$ cat src/rtl/button_debouncer_pkg.sv
// Shared types for the push-button debouncer: FSM state encoding and counter sizing.
package button_debouncer_pkg;

    typedef enum logic [1:0] {
        IDLE_LOW  = 2'd0,
        PEND_HIGH = 2'd1,
        HIGH      = 2'd2,
        PEND_LOW  = 2'd3
    } db_state_e;

    // Counter must hold values 0..stable inclusive.
    function automatic int unsigned cnt_width(input int unsigned stable);
        return $clog2(stable + 1);
    endfunction

endpackage

$ cat src/rtl/button_debouncer_sync2.sv
// Generic two-flop synchronizer for asynchronous board pins.
module button_debouncer_sync2 #(
    parameter logic RESET_VAL = 1'b0
) (
    input  logic clk_i,
    input  logic rst_ni,
    input  logic d_i,
    output logic q_o
);

    logic meta_q;
    logic sync_q;

    always_ff @(posedge clk_i or negedge rst_ni) begin
        if (!rst_ni) begin
            meta_q <= RESET_VAL;
            sync_q <= RESET_VAL;
        end else begin
            meta_q <= d_i;
            sync_q <= meta_q;
        end
    end

    assign q_o = sync_q;

endmodule

$ cat src/rtl/button_debouncer.sv
// Debounces one raw push-button into a clean level plus one-cycle rise/fall pulses.
module button_debouncer
    import button_debouncer_pkg::*;
#(
    parameter int unsigned STABLE_CYCLES  = 50000,
    parameter bit          ACTIVE_LOW_BTN = 1'b1
) (
    input  logic clk_i,
    input  logic rst_ni,
    input  logic btn_raw_i,
    output logic btn_level_o,
    output logic btn_rise_o,
    output logic btn_fall_o,
    output logic bouncing_o
);

    localparam int unsigned      CNT_W   = cnt_width(STABLE_CYCLES);
    localparam logic [CNT_W-1:0] CNT_MAX = CNT_W'(STABLE_CYCLES);

    logic             btn_norm;
    logic             s;
    db_state_e        state_q, state_d;
    logic [CNT_W-1:0] cnt_q, cnt_d;
    logic             level_q, level_d;
    logic             rise_q, rise_d;
    logic             fall_q, fall_d;
    logic             bouncing_q, bouncing_d;

    // Normalise so that 1 always means pressed.
    assign btn_norm = btn_raw_i ^ ACTIVE_LOW_BTN;

    button_debouncer_sync2 #(
        .RESET_VAL (1'b0)
    ) u_sync (
        .clk_i  (clk_i),
        .rst_ni (rst_ni),
        .d_i    (btn_norm),
        .q_o    (s)
    );

    always_ff @(posedge clk_i or negedge rst_ni) begin
        if (!rst_ni) begin
            state_q    <= IDLE_LOW;
            cnt_q      <= '0;
            level_q    <= 1'b0;
            rise_q     <= 1'b0;
            fall_q     <= 1'b0;
            bouncing_q <= 1'b0;
        end else begin
            state_q    <= state_d;
            cnt_q      <= cnt_d;
            level_q    <= level_d;
            rise_q     <= rise_d;
            fall_q     <= fall_d;
            bouncing_q <= bouncing_d;
        end
    end

    // Commit happens only when the counter has reached STABLE_CYCLES, so it never wraps.
    always_comb begin
        state_d = state_q;
        cnt_d   = cnt_q;
        level_d = level_q;
        rise_d  = 1'b0;
        fall_d  = 1'b0;
        case (state_q)
            IDLE_LOW: begin
                if (s) begin
                    state_d = PEND_HIGH;
                    cnt_d   = CNT_W'(1);
                end
            end
            PEND_HIGH: begin
                if (!s) begin
                    state_d = IDLE_LOW;
                    cnt_d   = '0;
                end else if (cnt_q == CNT_MAX) begin
                    state_d = HIGH;
                    level_d = 1'b1;
                    rise_d  = 1'b1;
                    cnt_d   = '0;
                end else begin
                    cnt_d = cnt_q + CNT_W'(1);
                end
            end
            HIGH: begin
                if (!s) begin
                    state_d = PEND_LOW;
                    cnt_d   = CNT_W'(1);
                end
            end
            PEND_LOW: begin
                if (s) begin
                    state_d = HIGH;
                    cnt_d   = '0;
                end else if (cnt_q == CNT_MAX) begin
                    state_d = IDLE_LOW;
                    level_d = 1'b0;
                    fall_d  = 1'b1;
                    cnt_d   = '0;
                end else begin
                    cnt_d = cnt_q + CNT_W'(1);
                end
            end
            default: begin
                state_d = IDLE_LOW;
                cnt_d   = '0;
                level_d = 1'b0;
            end
        endcase
        bouncing_d = (state_d == PEND_HIGH) || (state_d == PEND_LOW);
    end

    assign btn_level_o = level_q;
    assign btn_rise_o  = rise_q;
    assign btn_fall_o  = fall_q;
    assign bouncing_o  = bouncing_q;

endmodule

$ cat config.mk
export PLATFORM = sky130hd
export DESIGN_NAME = button_debouncer
export DESIGN_NICKNAME = d
export VERILOG_FILES = /design/src/rtl/button_debouncer_pkg.sv /design/src/rtl/button_debouncer_sync2.sv /design/src/rtl/button_debouncer.sv
export SDC_FILE = /design/constraint.sdc
export NUM_CORES = 1
export LEC_CHECK = 0
export ABC_AREA = 0
export CAP_MARGIN = 20
export CELL_PAD_IN_SITES_DETAIL_PLACEMENT = 1
export CELL_PAD_IN_SITES_GLOBAL_PLACEMENT = 2
export CORE_MARGIN = 5
export CORE_UTILIZATION = 39
export CTS_BUF_LIST = sky130_fd_sc_hd__clkbuf_16
export CTS_CLUSTER_DIAMETER = 60
export DETAILED_ROUTE_END_ITERATION = 10
export DONT_BUFFER_PORTS = 1
export PLACE_DENSITY_LB_ADDON = 0.1
export SLEW_MARGIN = 15
export SYNTH_ARGS = -nofsm -noshare
export SYNTH_HDL_FRONTEND = slang
export SYNTH_SLANG_ARGS = --single-unit
export TNS_END_PERCENT = 10
$ cat constraint.sdc
create_clock -name clk_i -period 2.5 [get_ports clk_i]
set_clock_uncertainty 0.05 [all_clocks]
set_input_delay 0.5 -clock clk_i [delete_from_list [all_inputs] [get_ports clk_i]]
set_output_delay 0.5 -clock clk_i [all_outputs]
set_load 0.01 [all_outputs]
==> flow_summary_export.csv <==
group,metric,value,unit
outcome,status,"complete, no violations",
yosys,postSynthCellCount,138,
sta,period_needed,2.32,ns
job,cap_viol_max_count,0,
sta,slew_headroom,64.1,%
detailed_routing,routed-via-count,1123,
placed_design,gp_congestion,0.775,
yosys,synth_seq_cells,23,
pwr,peakVddDrop,0.287,mV
setup_path,crit_chain,"inv_1 > ha_1 > or4b_1 > or4_4 > buf_4 > a31oi_1 > a31oi_1",
yosys,synthesis.nets,143,
placed_design,place_ws,0.122,ns
clock_network,cts_sinks,23,
sta,fin_ws,0.176,ns
global_routing,grt_pass1_vias,1142,
sta,timing.fmax,0.430,GHz
clock_network,cts_tree,"done",
yosys,syn_area_per_cell,9.23,sq um
yosys,synthesis.area,1270,sq um
global_routing,grt_max_degree,29,
placed_design,dp_hpwl,2.31,mm
floorplanning,initial_utilization,41.0,%
sta,tightest_slew,0.537,ns
yosys,synth_cell_types,35,
placed_design,dp_cells,180,
cells_and_area,final_cell_mix,"dfrtp_1 (23), a31oi_1 (20), nand3_1 (14), inv_1 (8), nand4_1 (8)",
clock_network,clkTransAtPathRegs,0.06,ns
detailed_routing,ant_nets,0,
floorplanning,core_area,3100,sq um
floorplanning,rows,20,
clock_network,cts_setup_buffers,0,
setup_path,cp_max_fo,16,
sta,hold_violations,0,
sta,setup_viol,0,
setup_path,critPathMostFrequentCell,"a31oi_1",
global_routing,grt_antenna_before_repair,0,
placed_design,io_buffers,0,
detailed_routing,post-route-drc-count,0,
cells_and_area,n_antenna_cell,0,
yosys,synth_area_leader_cell,"dfrtp_1",
cells_and_area,ff_latch_area,576,sq um
global_routing,grt_overflow,0,
clock_network,cts_buffers,3,
yosys,ys_dominant_reg_cell,"dfrtp_1",
cells_and_area,n_fill_cell,378,
floorplanning,die-area,4510,sq um
setup_path,worstPathArrival,2.39,ns
clock_network,clockBufferDepth,2,
detailed_routing,drt_iter0_drc,109,
global_routing,grt.total_usage,17.8,%
placed_design,placed_area,1330,sq um
sta,finalSetupTns,0,ns
pwr,p_leak,0.000579,uW
clock_network,cts_root_buf,"clkbuf_16",
pwr,p_per_area,614,nW/um^2
yosys,synth_area_leaders,"dfrtp_1 (45%), a31oi_1 (9.8%), nand3_1 (5.5%)",
yosys,yosysWarnings,0,
floorplanning,die_height,67.2,um
cells_and_area,finalNonFillerCells,185,
cells_and_area,layout-drive-gt1-share,11.3,%
min_path,min_path_type,"in2async",
yosys,synth_top_area_share,45.2,%
floorplanning,num_io_pins,7,
cells_and_area,stdcell_area,1420,sq um
sta,drv_slew,0,
setup_path,crit_path_end_kind,"flip-flop",
detailed_routing,routed_via_density,6.07,
yosys,synth_edf_count,0,
sta,grt_setup_unrepaired,"false",
setup_path,max_stage_delay,0.57,ns
yosys,seq_area_frac_synth,45.2,%
detailed_routing,wl_per_cell,17.9,um
cells_and_area,nNetsFinal,147,
setup_path,start_kind,"flip-flop",
setup_path,worstSetupPathType,"reg2reg",
clock_network,htreeDepth,1,
global_routing,grt_pass1_wl,5.96,mm
cells_and_area,final_common_cell,"dfrtp_1",
setup_path,crit_buf_inv,2,
clock_network,insertion_delay,0.26,ns
setup_path,required,2.57,ns
sta,hold_slack,0.151,ns
setup_path,worst_path_max_delay_cell,"or4_4",
cells_and_area,multi_input_area,621,sq um
floorplanning,die_w,67.2,um
detailed_routing,first_pass_iters,4,
cells_and_area,syn_to_final_growth,11.6,%
yosys,async_flop_share,100,%
sta,fin_crit_sh,93.0,%
setup_path,critical_path.top_delay_family,"simple AND/OR/NAND/NOR gates",
detailed_routing,wl,3.30,mm
[per-stage QoR]
stage          utilization, %  total power, uW
4_1_cts                  45.8              885
5_1_grt                  45.8              921
3_5_place_dp             42.9              516
2_1_floorplan               -              471
3_3_place_gp             42.9              510
6_report                 45.8              872
[state kept, by name (all words and copies together), names as in the netlist]
register	count
cnt_q	16
bouncing_o	1
btn_fall_o	1
btn_level_o	1
btn_rise_o	1
state_q	1
u_sync.meta_q	1
u_sync.q_o	1
[final cells by class]
type	count	area share [%]
well taps	44	3.87
repair buffers	8	4.05
flip-flops and latches	23	40.5
inverters	8	2.11
clock inverters	1	0.528
multi-input cells	98	43.7
clock buffers	3	5.28
[power by group]
part,internal (uW),switching (uW)
registers,392,13.7
logic,43.4,68.9
clock network,217,137
[synthesized netlist by cell type (all sizes together) (4+ instances only)]
cell type and n:
o211ai 4, inv 8, or4 4, a31oi 20
o21ai 4, nor2 5, nand3 14, dfrtp 23
buf 7, nor3 4, nand4 8, nand2 7
[cell families (layout without fill, tap and decap cells)]
family                   after synthesis  after routing  synth area share, %
AO/OA/AOI/OAI                         36             36                 18.8
adder cells (fa/ha/maj)                2              2                 1.96
AND/OR/NAND/NOR                       59             59                 27.0
buffers and inverters                 17             20                 6.39
flip-flops                            23             23                 45.2
XOR/XNOR                               1              1                0.688
[path summary, 6_finish.rpt]
path	endpoint	cells after the start	startpoint	slack, ns
setup / recovery	cnt_q[2]	7	cnt_q[0]	0.18
hold / removal	btn_rise_o	1	rst_ni	0.15
setup reg to reg	cnt_q[2]	7	cnt_q[0]	0.18
hold reg to reg	u_sync.q_o	0	u_sync.meta_q	0.31
max in group asynchronous	cnt_q[13]	1	rst_ni	1.90
min in group clk_i	u_sync.meta_q	1	btn_raw_i	0.24
[per-layer routing]
| layer | routed length (um) | vias up | track usage [%] | part of all wire, % |
|---|---|---|---|---|
| met5 | 0 | - | 0 | 0 |
| met4 | 51 | 0 | 6.08 | 1.5 |
| met3 | 75 | 5 | 2.50 | 2.3 |
| met2 | 1580 | 9 | 28.8 | 48 |
| met1 | 1600 | 571 | 24.3 | 48 |
| li1 | - | 538 | - | - |
[timing repair]
| action | CTS | global route |
|---|---|---|
| endpoints found under the hold margin | 23 | 0 |
| hold buffers | 1 | 0 |
| setup endpoints to repair | 0 | 6 |
| gates resized for setup | 0 | 1 |
No activity file was read; power rests on OpenSTA's default activity.
